--- config.mk ---
export PLATFORM = sky130hd
export DESIGN_NAME = block_encode_a20
export DESIGN_NICKNAME = d
export VERILOG_FILES = /design/src/rtl/block_encode_a20.sv
export SDC_FILE = /design/constraint.sdc
export NUM_CORES = 1
export LEC_CHECK = 0
export ABC_CLOCK_PERIOD_IN_PS = 4500
export BUFFER_PORTS_ARGS = -buffer_cell sky130_fd_sc_hd__buf_2
export CAP_MARGIN = 30
export CORE_MARGIN = 2
export CORE_UTILIZATION = 67
export CTS_BUF_LIST = sky130_fd_sc_hd__clkbuf_4
export DETAILED_ROUTE_END_ITERATION = 12
export GPL_TIMING_DRIVEN = 0
export PLACE_DENSITY = 0.86
export SETUP_SLACK_MARGIN = 0.2
export SLEW_MARGIN = 20
export SYNTH_ARGS = -nofsm -noshare
export SYNTH_HDL_FRONTEND = slang
export SYNTH_SLANG_ARGS = --single-unit
--- constraint.sdc ---
create_clock -name clk -period 4.5 [get_ports clk]
set_input_delay 0.9 -clock clk [delete_from_list [all_inputs] [get_ports clk]]
set_output_delay 0.9 -clock clk [all_outputs]
set_load 0.01 [all_outputs]
--- src/rtl/block_encode_a20.sv ---
// (20,A) Reed-Muller block encoder for PUCCH UCI: A = 1..13 info bits in, 20 BPSK symbols out.
// Latency: first symbol valid the cycle after the A-th accepted input bit; one symbol per cycle.
// Backpressure: input is refused outside LOAD; output symbol, tlast held while m_axis_tready is low.
module block_encode_a20 #(
    parameter int DATA_WIDTH = 8
) (
    input  logic                  clk,
    input  logic                  s_axis_aresetn,
    input  logic [3:0]            code_length,
    input  logic                  code_length_valid,
    input  logic                  s_axis_tdata,
    input  logic                  s_axis_tvalid,
    output logic                  s_axis_tready,
    input  logic                  s_axis_tlast,
    output logic [DATA_WIDTH-1:0] m_axis_tdata,
    output logic                  m_axis_tvalid,
    input  logic                  m_axis_tready,
    output logic                  m_axis_tlast,
    output logic                  err
);

    // Soft-symbol levels: coded 0 -> +max, coded 1 -> -max (two's complement).
    localparam logic [DATA_WIDTH-1:0] SYM_POS = {1'b0, {(DATA_WIDTH-1){1'b1}}};
    localparam logic [DATA_WIDTH-1:0] SYM_NEG = {1'b1, {(DATA_WIDTH-2){1'b0}}, 1'b1};

    localparam logic [3:0] MAX_LEN  = 4'd13;
    localparam logic [4:0] LAST_SYM = 5'd19;

    typedef enum logic [1:0] {
        IDLE = 2'd0,
        LOAD = 2'd1,
        OUT  = 2'd2
    } state_t;

    state_t      state;
    logic [3:0]  a_len;
    logic [3:0]  bit_cnt;
    logic [19:0] cw;
    logic [4:0]  sym_idx;

    logic [19:0] cw_fold;
    logic        last_beat;
    logic [4:0]  nxt_idx;

    // Basis column n of the (20,A) code; bit i of the result is M[i][n].
    function automatic logic [19:0] col_of(input logic [3:0] n);
        logic [19:0] c;
        case (n)
            4'd0:    c = 20'hFFFFF;
            4'd1:    c = 20'h5A933;
            4'd2:    c = 20'h10E5A;
            4'd3:    c = 20'h6339C;
            4'd4:    c = 20'h7C3E0;
            4'd5:    c = 20'hFFC00;
            4'd6:    c = 20'hD8E64;
            4'd7:    c = 20'h4F5B0;
            4'd8:    c = 20'h218EC;
            4'd9:    c = 20'h1B746;
            4'd10:   c = 20'h0FFFF;
            4'd11:   c = 20'h33FFF;
            4'd12:   c = 20'h3FFFC;
            default: c = 20'h00000;
        endcase
        return c;
    endfunction

    function automatic logic [DATA_WIDTH-1:0] sym_of(input logic b);
        return b ? SYM_NEG : SYM_POS;
    endfunction

    // Codeword after folding the current input bit, and frame-position helpers.
    always_comb begin
        cw_fold   = cw ^ (s_axis_tdata ? col_of(bit_cnt) : 20'd0);
        last_beat = (bit_cnt == (a_len - 4'd1));
        nxt_idx   = sym_idx + 5'd1;
    end

    // Frame FSM: length capture, bit accumulation, symbol emission; all outputs registered.
    always_ff @(posedge clk or negedge s_axis_aresetn) begin
        if (!s_axis_aresetn) begin
            state         <= IDLE;
            a_len         <= 4'd0;
            bit_cnt       <= 4'd0;
            cw            <= 20'd0;
            sym_idx       <= 5'd0;
            s_axis_tready <= 1'b0;
            m_axis_tvalid <= 1'b0;
            m_axis_tlast  <= 1'b0;
            m_axis_tdata  <= '0;
            err           <= 1'b0;
        end else begin
            err <= 1'b0;
            case (state)
                IDLE: begin
                    if (code_length_valid) begin
                        if ((code_length != 4'd0) && (code_length <= MAX_LEN)) begin
                            a_len         <= code_length;
                            cw            <= 20'd0;
                            bit_cnt       <= 4'd0;
                            s_axis_tready <= 1'b1;
                            state         <= LOAD;
                        end else begin
                            err <= 1'b1;
                        end
                    end
                end
                LOAD: begin
                    if (s_axis_tvalid && s_axis_tready) begin
                        cw      <= cw_fold;
                        bit_cnt <= bit_cnt + 4'd1;
                        // A misplaced tlast is flagged but the frame length stays A.
                        if (s_axis_tlast != last_beat) begin
                            err <= 1'b1;
                        end
                        if (last_beat) begin
                            s_axis_tready <= 1'b0;
                            m_axis_tvalid <= 1'b1;
                            m_axis_tdata  <= sym_of(cw_fold[0]);
                            m_axis_tlast  <= 1'b0;
                            sym_idx       <= 5'd0;
                            state         <= OUT;
                        end
                    end
                end
                OUT: begin
                    if (m_axis_tvalid && m_axis_tready) begin
                        if (sym_idx == LAST_SYM) begin
                            m_axis_tvalid <= 1'b0;
                            m_axis_tlast  <= 1'b0;
                            m_axis_tdata  <= '0;
                            state         <= IDLE;
                        end else begin
                            sym_idx      <= nxt_idx;
                            m_axis_tdata <= sym_of(cw[nxt_idx]);
                            m_axis_tlast <= (nxt_idx == LAST_SYM);
                        end
                    end
                end
                default: begin
                    state <= IDLE;
                end
            endcase
        end
    end

endmodule
==> metrics.md <==
| Metric | Value |
|---|---|
| Status | finished clean |
| GP Congestion | 0.992 |
| CTS buffer count | 5 |
| Cell Rows | 22 |
| Crit Path Class | reg -> reg |
| Finish-stage setup viols | 0 |
| Remaining DRCs | 0 |
| Proportion of layout cells with a drive suffix above 1 | 0.177 |
| Post CTS Setup Buffer Count | 0 |
| Adder-cell share of the synthesized area | 0.0514 |
| Total Neg Setup Slack | 0 ps |
| Starting density of the core | 0.715 |
| RSZ-0062 raised after global routing | no |
| Post-synthesis cell count | 287 |
| M2 GR Usage | 0.493 |
| Syn Std Cell Area | 2680 um^2 |
| GRT Util Overall | 0.302 |
| H-tree depth | 2 |
| Routed Antenna Nets | 0 |
| Synthesized area per cell | 9.33 um^2 |
| Met3 usage in global routing | 0.0517 |
| Hpwl dp | 4490 um |
| Met1 usage in global routing | 0.414 |
| Cell taking the most area after synthesis | dfrtp_1 |
| Worst-margin pin slew | 618 ps |
| Critical path endpoint category | flop |
| Die Area | 4520 um^2 |
| Clk slew on worst S/H paths | 130 ps |
| CTS Buffer Depth | 2 |
| Final worst-path cycle share | 0.586 |
| Crit path max fanout | 10 |
| CP Launch Type | flop |
| Mapped Nets | 309 |
| Synth top area share | 0.393 |
| Asr flop ratio synth | 1.00 |
| Io pins | 23 |
| Warnings from Yosys | 0 |
| Clk_lat worst skew | 350 ps |
| Vias in the first global route | 2101 |
| Min Clock Period, post-route | 2640 ps |
| Setup WS pre-CTS | 1650 ps |
| Initial DRC Count | 217 |
| Clk_skew | 14.0 ps |
| Post-synth top flop | dfrtp_1 |
| Cell Count, Final, Fillers Out | 365 |
| Total Routed Length | 6020 um |
| First-pass GRT wire length | 10100 um |
| Overflow after GRT | 0 |
| Arr. time, crit path | 2860 ps |
| Final Max Tran Viols | 0 |
| Top Usage Layer GRT | met2 |
| PortBufs | 22 |
| Mux share of post-synthesis cell area | 0.0621 |
| Core area | 3740 um^2 |
| Die Span Y | 67.2 um |
| Largest net degree at the start of global routing | 43 |
| Flops & latches, synth | 42 |
| Wire length per cell | 16.5 um |
| Total number of vias | 2229 |
| Max Cap Viol | 0 |
| Lkg Pwr | 0.00127 uW |
| Synth Area in Simple Gates | 0.181 |
| Most frequent cell after synthesis | dfrtp_1 |
| Diodes inserted | 0 |
| Slew headroom | 0.583 |
| Area grow syn2layout | 9.77% |
| CTS resizes | 0 |
| Power Density | 643 nW/um^2 |
| Fin worst setup slack | 1860 ps |
| FMAX | 379 MHz |
| Fin. Hold Viols | 0 |
| VDD IR-drop max | 0.000400 V |
| Synth cell types | 50 |
| Part of the Yosys area used for sequential elements | 0.393 |
| Drt via density | 6.11 |
| CP Data Required Time | 4730 ps |
| Layout filler cell count | 288 |
| Area contributors post-synth | dfrtp_1, xnor2_1, nor2_1 |
| Initial antenna violation count | 0 |
| Overall power | 1890 uW |
| Clock Tree Root | clkbuf_4 |
| Post-synthesis compound-gate area fraction | 0.157 |
| Post-CTS Hold Buffers | 0 |
| Dpl cells | 357 |
| Post-Synth XOR/XNOR Area | 0.105 |
| DIE WIDTH | 67.2 um |
| Router iterations before antenna repair | 4 |
| Post-synth top cells | dfrtp_1, nor2_1, nand2_1 |
| Largest family of logic cells by synthesized area | simple AND/OR/NAND/NOR gates |
| Nets | 339 |
| CTS tree | built |
| Clk sink count | 42 |
| Hold crit path type | in -> async |
| EDFF count, synth | 0 |
[cell families after synthesis]
group	after synthesis
buffers and inverters	28
AO/OA/AOI/OAI	60
AND/OR/NAND/NOR	104
XOR/XNOR	32
multiplexers	10
flip-flops	42
adder cells (fa/ha/maj)	11
[worst max-delay path, stage by stage, from the launching register on]
cell      delay [ps]
dfrtp_1          360
buf_2            260
inv_1             80
ha_1             270
clkbuf_1         330
mux4_2           550
nor2_1           100
a311o_1          140
o211ai_1         150
a21oi_1          180
a21oi_1           80
[flip-flops by register name (all words and copies together), names as in the netlist]
name and flops:
sym_idx 5, m_axis_tlast 1, state 2, cw 20, m_axis_tdata 3, m_axis_tvalid 1, err 1, bit_cnt 4
a_len 4, s_axis_tready 1
[layout by cell type, fill, tap and decap left out, types with 3 or more instances in the layout]
cell type | netlist | final
dfrtp_1 | 42 | 42
nor2_1 | 38 | 38
nand2_1 | 31 | 31
buf_2 | 5 | 27
xnor2_1 | 20 | 20
o21ai_0 | 18 | 18
xor2_1 | 12 | 12
a21oi_1 | 11 | 11
ha_1 | 11 | 11
clkbuf_1 | 9 | 9
nand3_1 | 7 | 7
inv_1 | 6 | 6
nor3_1 | 6 | 6
o211ai_1 | 6 | 6
mux4_2 | 5 | 5
or3_1 | 5 | 5
buf_4 | 5 | 5
clkbuf_4 | 0 | 5
nand2b_1 | 4 | 4
o21a_1 | 3 | 3
a211oi_2 | 3 | 3
o2bb2ai_1 | 3 | 3
mux2_2 | 3 | 3
[per-stage QoR]
stage	utilization	cell area, um^2	hold WS (ps)
after floorplan	-	2680	455
after global placement	0.761	2850	478
after detailed placement	0.761	2850	506
after CTS	0.780	2920	535
after global routing	0.785	2940	396
final	0.785	2940	402
[where the power goes]
group          switching (uW)  total, uW  internal (uW)
logic                     548        991            444
clock network             123        236            112
registers                 130        663            532
total                     801       1890           1090
[layout make-up]
| cell class | count | area, um^2 | share of cell area |
|---|---|---|---|
| Timing Repair Buffer | 23 | 130 | 0.0443 |
| Sequential cell | 42 | 1050 | 0.358 |
| Clock buffer | 5 | 37.5 | 0.0128 |
| Clock inverter | 2 | 33.8 | 0.0115 |
| Multi-Input combinational cell | 217 | 1490 | 0.507 |
| Buffer | 21 | 111 | 0.0379 |
| Inverter | 7 | 26.3 | 0.00894 |
| Tap cell | 48 | 60.1 | 0.0204 |
[routing by layer]
layer	up-vias	wire length [um]
met4	0	117
met3	16	256
met1	1083	2630
li1	1055	-
met2	75	3010
met5	-	0
[final timing paths]
check / cells past startpoint / slack (ps) / start / to
hold reg to reg: 2 / 540 / m_axis_tdata[7] / m_axis_tdata[7]
setup / recovery: 10 / 1860 / sym_idx[0] / m_axis_tdata[7]
hold / removal: 1 / 400 / s_axis_aresetn / cw[11]
setup reg to reg: 10 / 1860 / sym_idx[0] / m_axis_tdata[7]
max in group asynchronous: 2 / 3650 / s_axis_aresetn / a_len[0]
min in group clk: 2 / 540 / m_axis_tdata[7] / m_axis_tdata[7]
Power figures use the tool's default switching activity.
